--- src/rtl/tmds_pkg.sv ---
// Shared TMDS definitions: control-token constants, control-code type and lock state.
package tmds_pkg;

  typedef logic [1:0] tmds_ctrl_t;

  typedef enum logic {
    SEARCH,
    LOCKED
  } lock_state_e;

  // Bit 0 is the first bit on the wire.
  localparam logic [9:0] TMDS_TOK_C00 = 10'b1101010100;
  localparam logic [9:0] TMDS_TOK_C01 = 10'b0010101011;
  localparam logic [9:0] TMDS_TOK_C10 = 10'b0101010100;
  localparam logic [9:0] TMDS_TOK_C11 = 10'b1010101011;

endpackage

--- src/rtl/tmds_word_align.sv ---
// Bit-slip window: selects a 10-bit symbol from the current and previous
// deserialized words at the given offset and registers it.
module tmds_word_align (
  input  logic       clk_i,
  input  logic       rst_i,
  input  logic [9:0] d_i,
  input  logic [3:0] offset_i,
  output logic [9:0] w_o
);

  logic [9:0]  d_prev_q, d_prev_d;
  logic [9:0]  w_q, w_d;
  logic [18:0] window;

  // Offset 9 reaches bit 18 at most, so d_i[9] only matters once it is d_prev.
  always_comb begin
    d_prev_d = d_i;
    window   = {d_i[8:0], d_prev_q};
    case (offset_i)
      4'd0:    w_d = window[9:0];
      4'd1:    w_d = window[10:1];
      4'd2:    w_d = window[11:2];
      4'd3:    w_d = window[12:3];
      4'd4:    w_d = window[13:4];
      4'd5:    w_d = window[14:5];
      4'd6:    w_d = window[15:6];
      4'd7:    w_d = window[16:7];
      4'd8:    w_d = window[17:8];
      4'd9:    w_d = window[18:9];
      default: w_d = window[9:0];
    endcase
  end

  always_ff @(posedge clk_i) begin
    if (rst_i) begin
      d_prev_q <= '0;
      w_q      <= '0;
    end else begin
      d_prev_q <= d_prev_d;
      w_q      <= w_d;
    end
  end

  assign w_o = w_q;

endmodule

--- src/rtl/tmds_decoder.sv ---
// TMDS channel decoder: token-based symbol alignment, lock tracking and 8b/10b data decode.
// Optional TMDS_DECODER_STATS_EN adds a saturating loss-of-lock counter on loss_cnt_o.
module tmds_decoder
  import tmds_pkg::*;
#(
  parameter int unsigned LOCK_TOKENS    = 8,
  parameter int unsigned SEARCH_TIMEOUT = 4096,
  parameter int unsigned LOSS_TIMEOUT   = 65536
) (
  input  logic       clk_i,
  input  logic       rst_i,
  input  logic [9:0] d_i,
  output logic       de_o,
  output logic       c1_o,
  output logic       c0_o,
  output logic [7:0] q_o,
  output logic       locked_o,
  output logic [3:0] offset_o
`ifdef TMDS_DECODER_STATS_EN
  ,
  output logic [7:0] loss_cnt_o
`endif
);

  localparam int unsigned TOK_W  = (LOCK_TOKENS > 1)    ? $clog2(LOCK_TOKENS)    : 1;
  localparam int unsigned TMO_W  = (SEARCH_TIMEOUT > 1) ? $clog2(SEARCH_TIMEOUT) : 1;
  localparam int unsigned LOSS_W = (LOSS_TIMEOUT > 1)   ? $clog2(LOSS_TIMEOUT)   : 1;
  localparam logic [TOK_W-1:0]  TOK_LAST  = TOK_W'(LOCK_TOKENS - 1);
  localparam logic [TMO_W-1:0]  TMO_LAST  = TMO_W'(SEARCH_TIMEOUT - 1);
  localparam logic [LOSS_W-1:0] LOSS_LAST = LOSS_W'(LOSS_TIMEOUT - 1);

  lock_state_e       state_q, state_d;
  logic [TOK_W-1:0]  tok_cnt_q, tok_cnt_d;
  logic [TMO_W-1:0]  tmo_cnt_q, tmo_cnt_d;
  logic [LOSS_W-1:0] loss_cnt_q, loss_cnt_d;
  logic [3:0]        offset_q, offset_d;
  logic              de_q, de_d;
  tmds_ctrl_t        c_q, c_d;
  logic [7:0]        q_q, q_d;

  logic [9:0]        w;
  logic              is_tok;
  tmds_ctrl_t        tok_code;
  logic [7:0]        dec;
  logic [7:0]        data;

  tmds_word_align u_align (
    .clk_i    (clk_i),
    .rst_i    (rst_i),
    .d_i      (d_i),
    .offset_i (offset_q),
    .w_o      (w)
  );

  always_comb begin
    is_tok   = 1'b1;
    tok_code = 2'b00;
    case (w)
      TMDS_TOK_C00: tok_code = 2'b00;
      TMDS_TOK_C01: tok_code = 2'b01;
      TMDS_TOK_C10: tok_code = 2'b10;
      TMDS_TOK_C11: tok_code = 2'b11;
      default:      is_tok   = 1'b0;
    endcase

    dec     = w[9] ? ~w[7:0] : w[7:0];
    data    = '0;
    data[0] = dec[0];
    for (int unsigned i = 1; i < 8; i++) begin
      data[i] = w[8] ? (dec[i] ^ dec[i-1]) : ~(dec[i] ^ dec[i-1]);
    end
  end

  always_comb begin
    state_d    = state_q;
    tok_cnt_d  = tok_cnt_q;
    tmo_cnt_d  = tmo_cnt_q;
    loss_cnt_d = loss_cnt_q;
    offset_d   = offset_q;
    case (state_q)
      SEARCH: begin
        // A qualifying token beats a simultaneous timeout: no slip on lock.
        if (is_tok && tok_cnt_q == TOK_LAST) begin
          state_d    = LOCKED;
          tok_cnt_d  = '0;
          tmo_cnt_d  = '0;
          loss_cnt_d = '0;
        end else if (tmo_cnt_q == TMO_LAST) begin
          offset_d  = (offset_q == 4'd9) ? 4'd0 : offset_q + 4'd1;
          tok_cnt_d = '0;
          tmo_cnt_d = '0;
        end else begin
          tmo_cnt_d = tmo_cnt_q + TMO_W'(1);
          tok_cnt_d = is_tok ? tok_cnt_q + TOK_W'(1) : '0;
        end
      end
      LOCKED: begin
        if (is_tok) begin
          loss_cnt_d = '0;
        end else if (loss_cnt_q == LOSS_LAST) begin
          state_d    = SEARCH;
          tok_cnt_d  = '0;
          tmo_cnt_d  = '0;
          loss_cnt_d = '0;
        end else begin
          loss_cnt_d = loss_cnt_q + LOSS_W'(1);
        end
      end
      default: state_d = SEARCH;
    endcase
  end

  // Gate on the next state so outputs are already zero in the cycle locked_o drops.
  always_comb begin
    de_d = 1'b0;
    c_d  = 2'b00;
    q_d  = '0;
    if (state_d == LOCKED) begin
      if (is_tok) begin
        c_d = tok_code;
      end else begin
        de_d = 1'b1;
        c_d  = c_q;
        q_d  = data;
      end
    end
  end

  always_ff @(posedge clk_i) begin
    if (rst_i) begin
      state_q    <= SEARCH;
      tok_cnt_q  <= '0;
      tmo_cnt_q  <= '0;
      loss_cnt_q <= '0;
      offset_q   <= '0;
      de_q       <= 1'b0;
      c_q        <= 2'b00;
      q_q        <= '0;
    end else begin
      state_q    <= state_d;
      tok_cnt_q  <= tok_cnt_d;
      tmo_cnt_q  <= tmo_cnt_d;
      loss_cnt_q <= loss_cnt_d;
      offset_q   <= offset_d;
      de_q       <= de_d;
      c_q        <= c_d;
      q_q        <= q_d;
    end
  end

`ifdef TMDS_DECODER_STATS_EN
  logic [7:0] loss_stat_q, loss_stat_d;

  always_comb begin
    loss_stat_d = loss_stat_q;
    if (state_q == LOCKED && state_d == SEARCH && loss_stat_q != 8'hFF) begin
      loss_stat_d = loss_stat_q + 8'd1;
    end
  end

  always_ff @(posedge clk_i) begin
    if (rst_i) loss_stat_q <= '0;
    else       loss_stat_q <= loss_stat_d;
  end

  assign loss_cnt_o = loss_stat_q;
`endif

  assign de_o     = de_q;
  assign c1_o     = c_q[1];
  assign c0_o     = c_q[0];
  assign q_o      = q_q;
  assign locked_o = (state_q == LOCKED);
  assign offset_o = offset_q;

endmodule

--- config.mk ---
export PLATFORM = sky130hd
export DESIGN_NAME = tmds_decoder
export DESIGN_NICKNAME = d
export VERILOG_FILES = /design/src/rtl/tmds_pkg.sv /design/src/rtl/tmds_word_align.sv /design/src/rtl/tmds_decoder.sv
export SDC_FILE = /design/constraint.sdc
export NUM_CORES = 1
export LEC_CHECK = 0
export ABC_AREA = 1
export CORE_ASPECT_RATIO = 0.8
export CORE_MARGIN = 5
export CORE_UTILIZATION = 25
export DETAILED_ROUTE_END_ITERATION = 8
export SYNTH_ARGS = -nofsm -noshare
export SYNTH_HDL_FRONTEND = slang
export SYNTH_SLANG_ARGS = --single-unit
--- constraint.sdc ---
create_clock -name clk_i -period 2.25 [get_ports clk_i]
set_clock_uncertainty 0.15 [all_clocks]
set_input_delay 0.3375 -clock clk_i [delete_from_list [all_inputs] [get_ports clk_i]]
set_output_delay 0.3375 -clock clk_i [all_outputs]
set_load 0.01 [all_outputs]
==> results.md <==
* Pre-CTS setup slack at 0.293 ns
* CP max FO at 13
* Peak VDD IR at 0.390 mV
* CP startpoint: loss_cnt_q[0]
* Setup violators final at 0
* Core Region at 0.0164 sq mm
* Worst Max-Slew Pin Slew at 0.487 ns
* Max cap viols at 0
* Clock period minus worst slack at 1.96 ns
* Placer congestion estimate at 0.839
* FF-to-FF Start: loss_cnt_q[0]
* Synth cell count leaders: 153 x nor2_1, 129 x nand2_1, 67 x dfxtp_1
* Initial detailed-routing violation count at 391
* R2r setup slk at 0.29 ns
* Netlist Area Pre-Place at 0.00416 sq mm
* Outcome: completed
* Wire length per cell at 11.8 um
* Critical-path top delay cell: dfxtp_1
* Slew Viols, Final at 0
* PnR worst setup slack at 0.288 ns
* DRC viols at 0
* Post-CTS sizing at 0
* Post-synth top flop: dfxtp_1
* Num ports at 28
* Hold Path Origin: tok_cnt_q[1]
* Total GRT Usage at 0.113
* CP most frequent cell: nor2_1
* Post-Syn Area per Cell at 6.51 sq um
* RSZ-0062 raised after global routing: false
* Layout cells sized above 1 at 0.125
* Hold Path Stages at 2
* CTS Buf Count at 9
* DP HPWL at 7560 um
* CP Launch Type: flop
* Crit path cell chain: ha_1, nand2_2, nor2_2, nand2_1, nor2_1, nand2_2, nand2_1, nor2_1, nor2_1, nor2_1
* GRT overflow at 0
* Largest cells by area after synthesis: dfxtp_1 32%, nor2_1 14%, nand2_1 12%, inv_1 5.5%, nand4_1 4.4%
* PwrDens at 541 mW/mm^2
* Die X at 154 um
* Fraction of registers with async set/reset at 0
* Area growth syn-to-layout at 19.2%
* Global-route wire length before repair at 18300 um
* Tot Pwr at 2.68 mW
* Setup TNS at 0 ns
* CTS Buffer Depth at 2
* Netlist cell types at 36
* H-tree depth at 3
* Critical Path End Type: flop
* Num rows at 42
* Critical path's largest stage delay at 0.39 ns
* Met2 routed WL at 4290 um
* Crit Path Category: reg2reg
* CTS tree: built
* Number of failing hold endpoints at the final stage at 0
* Synthesis warning total at 0
* Leading area contributor after synthesis: dfxtp_1
* Worst endpoint data arrival time at 2.02 ns
* Max-slew headroom at 0.675
* Final wirelength at 10500 um
* Die height at 125 um
* Post-Syn Instances at 639
* Top sig layer: met4
* Clock transition time at the flip-flop clock pins of the worst setup and hold paths at 0.05 ns
* Clk_lat worst skew at 0.33 ns
* Fillers at 1778
* Via Count at 3986
* Placed cell areas at 0.00468 sq mm
* Req. time, crit path at 2.30 ns
* Crit share post-route at 0.872
* Layout Cells excl Fill at 894
* Clock root buffer: clkbuf_16
* Vias in the first global route at 3708
* Hold EP: tok_cnt_q[1]
* Worst hold path class: reg2reg
* Initial antenna violation count at 0
* Worst Reg-to-Reg Cells at 10
* I/O Buffers at 27
* Initial Utilization at 0.253
* Via density at 4.46
* Fin area at 0.00496 sq mm
* Die footprint at 0.0193 sq mm
* DRT antenna net count at 0
* R2r endpoint: tmo_cnt_q[11]
* WL met3 at 711 um
* Total setup buffers inserted after CTS at 0
* Number of synthesized flops with an enable pin at 0
* Most common cell in the synthesized netlist: nor2_1
* CTS Hold Buffers Added at 0
* Largest net degree at the start of global routing at 32
* Post-synthesis sequential area ratio at 0.322
* Post-synth net total at 663
* Metal-1 WL at 5410 um
* Post-synth top area share at 0.322
* Nets at 694
* Max Clock Freq at 510 MHz
* Pleak at 1.95 nW
* Yosys reg bits at 67
* Diodes inserted at 0
* CTS sink cnt at 67
* Dpl cells at 879
* DR pass1 iterations at 5
layer usage:
metal / GRT usage / up-vias
met3: 0.0339 / 11
met2: 0.164 / 109
met4: 0.0286 / 0
met5: 0 / -
met1: 0.164 / 1773
li1: - / 2093
cell type report:
class                           count  area [sq um]  share of cell area
Multi-Input combinational cell    485          2450               0.494
Clock buffer                       13           270              0.0545
Sequential cell                    67          1340               0.271
Inverter                           70           268              0.0540
Timing Repair Buffer               37           345              0.0697
Clock inverter                      2          10.0             0.00202
Tap cell                          220           275              0.0555
critical path, delay by kind of cell (launching register included):
family	cells	cell delay [ns]
flops	1	0.39
fa+ha+maj	1	0.21
simple gates	9	1.09
placed cells by master, fill, tap and decap left out, types with 5 or more instances in the layout:
cell             count
a21oi_1             22
a21oi_2             10
buf_4               10
clkbuf_16            9
clkdlybuf4s50_1     27
dfxtp_1             67
ha_1                12
inv_1               61
inv_2                6
nand2_1            129
nand2_2             16
nand2_4              5
nand3_1             28
nand4_1             29
nor2_1             153
nor2_2               6
nor2_4               6
nor3_1              22
o21ai_0             18
xnor2_1              8
xor2_1               7
metrics by stage:
stage	utilization	hold slack (ns)
after floorplan	-	0.257
after global placement	0.284	0.334
after detailed placement	0.284	0.341
after CTS	0.301	0.348
after global routing	0.301	0.368
final	0.301	0.346
worst max-delay path by stage:
stage	end	slack (ns)	cells after the start
4_1_cts	tmo_cnt_q[9]	0.29	10
5_1_grt	tmo_cnt_q[9]	0.06	10
3_5_place_dp	tmo_cnt_q[9]	0.29	10
3_3_place_gp	tmo_cnt_q[9]	0.37	10
6_report	tmo_cnt_q[11]	0.29	10
2_1_floorplan	loss_cnt_q[7]	0.64	12
cell families (layout without fill, tap and decap cells):
| group | Yosys count | after routing | synth area share |
|---|---|---|---|
| AOI/OAI and AO/OA | 55 | 55 | 0.0779 |
| DFF | 67 | 67 | 0.322 |
| and+or+nand+nor | 403 | 403 | 0.443 |
| xor gates and xnor gates | 15 | 15 | 0.0316 |
| buffers and inverters | 87 | 122 | 0.0893 |
| adders and majority gates | 12 | 12 | 0.0361 |
registers in the layout, indices dropped and copies added (netlist names):
signal,flops
c_q,2
de_o,1
locked_o,1
loss_cnt_q,16
offset_o,4
q_o,8
tmo_cnt_q,12
tok_cnt_q,3
u_align.d_prev_q,10
u_align.w_o,10
power by group:
group / total (mW) / internal (mW) / switching [mW]
clock network: 1.32 / 0.826 / 0.496
registers: 1.23 / 1.21 / 0.0162
logic: 0.133 / 0.0521 / 0.0806
total: 2.68 / 2.09 / 0.593
Power figures use the tool's default switching activity.
==> edit 1, RTL diff (same settings) <==
The parameter `LOCK_TOKENS` goes from 8 to 4.
--- a/src/rtl/tmds_decoder.sv
+++ b/src/rtl/tmds_decoder.sv
@@ -4,5 +4,5 @@
   import tmds_pkg::*;
 #(
-  parameter int unsigned LOCK_TOKENS    = 8,
+  parameter int unsigned LOCK_TOKENS    = 4,
   parameter int unsigned SEARCH_TIMEOUT = 4096,
   parameter int unsigned LOSS_TIMEOUT   = 65536
Formal check against the unedited RTL: not equivalent (a bounded check fails within 10 cycles, from zero or initial values and one cycle with rst_i high).
==> edit 1 against the unedited design <==
Global-route usage up 0.18 points. Non-clock buffer count increased by 1. Via count hardly changed. Power increased by 3.0%. Synthesized area down 2.5%. Setup slack improved by 0.011 ns. Cell count is 0.22% lower. Sequential cell count shrank 1. Cell area down 1.7%. Critical path depth unchanged. Worst hold slack lost 0.025 ns. Synthesized cell count grew 0.31%. Routed wire length rose by 3.9%. Critical path type unchanged. Largest cell class unchanged.
==> edit 1: results (changes against the unedited design) <==
metric	value	unit	change
status	finished, final reports clean		unchanged
drtIter0Drc	331		was 391
routed_wl	10900	um	was 10500 um
cts_inserted_buffers	9		unchanged
clockRootBuffer	clkbuf_16		unchanged
r2r-start	loss_cnt_q[0]$_SDFFE_PP0P_		unchanged
p_leak	1.89	nW	was 1.95 nW
synth_seq_area_share	32.6	%	was 32.2%
crit_path_max_fanout	12		was 13
n_antenna_cell	0		unchanged
worst_pin_slew	0.542	ns	was 0.487 ns
viasPerCell	4.47		was 4.46
power_frac_seq	43.9	%	was 45.7%
fillers	1729		was 1778
wl_met3	818	um	was 711 um
port_buffers	27		unchanged
period_share	86.7	%	was 87.2%
finalNetCount	696		was 694
grt_max_degree	21		was 32
ff2ff_setup_slack	0.30	ns	
synth_cell_types	31		was 36
worstHoldStart	tok_cnt_q[0]$_SDFFE_PP0P_		was tok_cnt_q[1]$_SDFFE_PP0P_
grt_pass1_wl	17600	um	was 18300 um
top_layer_used	met4		unchanged
ctsResizeCount	0		unchanged
critPathKind	reg2reg		unchanged
holdPathEnd	tok_cnt_q[0]$_SDFFE_PP0P_		was tok_cnt_q[1]$_SDFFE_PP0P_
crit_end	tmo_cnt_q[9]$_SDFFE_PP0P_		was tmo_cnt_q[11]$_SDFFE_PP0P_
gp_congestion	0.883		was 0.839
wl_met1	5650	um	was 5410 um
preCtsSetupSlack	0.334	ns	was 0.293 ns
power.internal	2.12	mW	was 2.09 mW
slowest_stage	dfxtp_1		unchanged
wl_met2	4380	um	was 4290 um
syn_nets	664		was 663
clk_pin_slew_worst_paths	0.06	ns	
synth_commonest_cells	nor2_1, nand2_1, dfxtp_1		unchanged
dp_hpwl	7900	um	was 7560 um
ys_top_cells_by_area	dfxtp_1, nor2_1, nand2_1, inv_1, nand4_1		unchanged
peakVddDrop	0.000292	V	was 0.000390 V
track_usage	11.5	%	was 11.3%
final_layout_size_suffix_gt1_share	9.31	%	was 12.5%
grt_pass1_vias	3526		was 3708
antenna_found_initial	0		unchanged
==> edit 1: cell count changes after synthesis, moves of 2 or more <==
| cell | change |
|---|---|
| or2_2 | +2 |
| a21oi_1 | +6 |
| a21oi_2 | -9 |
| nand2_2 | -6 |
| nand2_4 | -3 |
| nand3_1 | +6 |
| nor2_1 | +3 |
| inv_2 | -4 |
| inv_1 | +2 |
| nor2_4 | -2 |
| nand2_1 | +14 |
==> edit 1: stage by stage <==
stage / power [mW] / cell area, um2 / hold WS (ns) / cells / util (%)
final: 2.76 / 4870 / 0.322 / 892 / 30.7
after global routing: 2.87 / 4870 / 0.357 / 892 / 30.7
after CTS: 2.78 / 4870 / 0.329 / 892 / 30.7
after detailed placement: 1.37 / 4580 / 0.321 / 877 / 28.9
after global placement: 1.37 / 4580 / 0.313 / 877 / 28.9
after floorplan: 1.31 / 4060 / 0.288 / 641 / -
==> edit 1: cell families (layout without fill, tap and decap cells) <==
family | count (synthesis) | in the layout | share of synthesized area, %
AND/OR/NAND/NOR | 415 | 415 | 45.5
buffers and inverters | 84 | 120 | 8.76
flip-flops | 66 | 66 | 32.6
AO/OA/AOI/OAI | 51 | 51 | 6.79
XOR/XNOR | 14 | 14 | 3.02
adder cells (fa/ha/maj) | 11 | 11 | 3.39
==> edit 1: metal layers <==
metal	vias up	GRT usage (%)
li1	2097	-
met1	1774	16.5
met2	102	16.4
met3	12	4.03
met4	0	3.17
met5	-	0
==> edit 1: cell type report <==
class / count / area share, %
multi-input combinational: 491 / 48.9
clock inverter: 5 / 1.13
inverter: 67 / 5.21
timing repair buffer: 38 / 7.24
tap: 215 / 5.52
clock buffer: 10 / 4.91
sequential: 66 / 27.1
==> edit 2, RTL diff (same flow settings) <==
Without the edit above. Remove the register `de_q`: a continuous assignment takes its place, so the output `de_o` follows one clock earlier.
--- a/src/rtl/tmds_decoder.sv
+++ b/src/rtl/tmds_decoder.sv
@@ -134,5 +134,4 @@
       loss_cnt_q <= '0;
       offset_q   <= '0;
-      de_q       <= 1'b0;
       c_q        <= 2'b00;
       q_q        <= '0;
@@ -143,9 +142,10 @@
       loss_cnt_q <= loss_cnt_d;
       offset_q   <= offset_d;
-      de_q       <= de_d;
       c_q        <= c_d;
       q_q        <= q_d;
     end
   end
+
+  assign de_q = de_d;
 
 `ifdef TMDS_DECODER_STATS_EN
Check against the original RTL: same outputs for any inputs over 10 cycles, from zero or initial values and one cycle with rst_i high; that may be too few to reach the edited logic, so the function may still have changed.
==> edit 2 against the unedited design <==
First-iteration DRC count down 17%. Setup slack got worse by 0.13 ns. Sequential share of layout area grew 0.35 points. Non-clock buffer count up 12. Cell count down 1.7%. Synthesized cell count down 3.4%. Via count decreased by 1.9%. Sequential cell count down 1. Cell area decreased by 2.4%. Routed wire length decreased by 1.3%. Power up 2.8%. Synthesized area is 5.7% lower. Critical path type is now reg2out. Critical endpoint is now de_o.
==> edit 2: results (changes against the unedited design) <==
metric	value	unit	change
status	finished, final reports clean		unchanged
ff2ff_setup_slack	0.25	ns	was 0.29 ns
n_antenna_cell	0		unchanged
insertion_delay	0.33	ns	about the same
cp_slowest_stage_delay	0.33	ns	was 0.39 ns
clk_pin_slew_worst_paths	0.05	ns	about the same
grt_pass1_wl	17700	um	was 18300 um
preCtsSetupSlack	0.0382	ns	was 0.293 ns
r2r-start	u_align.w_o[4]$_SDFF_PP0_		was loss_cnt_q[0]$_SDFFE_PP0P_
clockBufferDepth	2		unchanged
fin_hold_ws	0.321	ns	was 0.346 ns
gp_congestion	0.886		was 0.839
fin_crit	2.09	ns	was 1.96 ns
clockRootBuffer	clkbuf_16		unchanged
ys_warn_count	0		unchanged
grt_pass1_vias	3541		was 3708
max-slew-margin-rel	73.2	%	was 67.5%
synth_seq_area_share	33.7	%	was 32.2%
synth_commonest_cells	nand2_1, nor2_1, dfxtp_1		was nor2_1, nand2_1, dfxtp_1
p_leak	1.95	nW	about the same
fillers	1734		was 1778
syn_nets	641		was 663
final_layout_size_suffix_gt1_share	9.64	%	was 12.5%
slowest_stage	dfxtp_1		unchanged
min_path_type	reg2reg		unchanged
routed-via-count	3910		was 3986
top_regs	loss_cnt_q (16), tmo_cnt_q (12)		unchanged
track_usage	12.0	%	was 11.3%
peakVddDrop	0.000459	V	was 0.000390 V
cts_inserted_buffers	9		unchanged
startpoint	u_align.w_o[4]$_SDFF_PP0_		was loss_cnt_q[0]$_SDFFE_PP0P_
port_buffers	27		unchanged
yosys_most_used_dff	dfxtp_1		unchanged
first_pass_iters	5		unchanged
antenna_found_initial	0		unchanged
routed_wl	10400	um	was 10500 um
cp.arrival	1.60	ns	was 2.02 ns
synth_cell_types	31		was 36
finalNetCount	683		was 694
dp_hpwl	7620	um	was 7560 um
drtIter0Drc	324		was 391
synthArstFlopShare	0	%	unchanged
h-tree-depth	3		unchanged
crit_path_max_fanout	4		was 13
worstHoldStart	tok_cnt_q[2]$_SDFFE_PP0P_		was tok_cnt_q[1]$_SDFFE_PP0P_
ys_top_cells_by_area	dfxtp_1, nand2_1, nor2_1, inv_1, nand4_1		was dfxtp_1, nor2_1, nand2_1, inv_1, nand4_1
grt_max_degree	24		was 32
## edit 2: what timing repair did
item,in CTS,in global routing
setup endpoints to repair,1,1
gates resized for setup,5,4
setup buffers,0,3
pin swaps,0,2
## edit 2: path summary, 6_finish.rpt
check                                to  depth (start not counted)
min reg2reg   tok_cnt_q[2]$_SDFFE_PP0P_                          2
min           tok_cnt_q[2]$_SDFFE_PP0P_                          2
max                                de_o                         10
max reg2reg  loss_cnt_q[8]$_SDFFE_PP0P_                         12
## edit 2: through the flow
stage	instances	area [um2]
global placement	860	4510
global route	879	4840
floorplan	617	3920
CTS	876	4810
detailed placement	860	4510
finish	879	4840
## edit 2: logic make-up after synthesis
| kind of cell | synth area share (%) |
|---|---|
| simple gates | 40.8 |
| buf+inv | 9.09 |
| xor+xnor | 3.35 |
| compound gates | 9.31 |
| flops | 33.7 |
| fa+ha+maj | 3.83 |
## edit 2: cell type report
cell class	count	area (um2)	area share, %
Inverter	68	258	5.33
Sequential cell	66	1330	27.4
Timing Repair Buffer	49	430	8.90
Clock buffer	10	239	4.94
Multi-Input combinational cell	465	2250	46.5
Tap cell	215	269	5.56
Clock inverter	6	65.1	1.34
## edit 2: routing by layer
metal	track usage (%)	wire length, um	vias to the layer above
li1	-	-	2050
met1	18.3	5420	1707
met2	16.1	3970	141
met3	3.64	883	12
met4	2.91	123	0
met5	0	0	-
## edit 2: where the power goes
group	switching (mW)	internal [mW]	total [mW]
registers	0.0185	1.19	1.21
clock network	0.524	0.889	1.41
logic	0.0762	0.0554	0.132
## edit 2: critical path, delay by kind of cell, from the launching register on
kind	cells	cell delay (ns)
flip-flops	1	0.33
adder cells (fa/ha/maj)	1	0.19
AND/OR/NAND/NOR	6	0.51
buffers and inverters	3	0.24
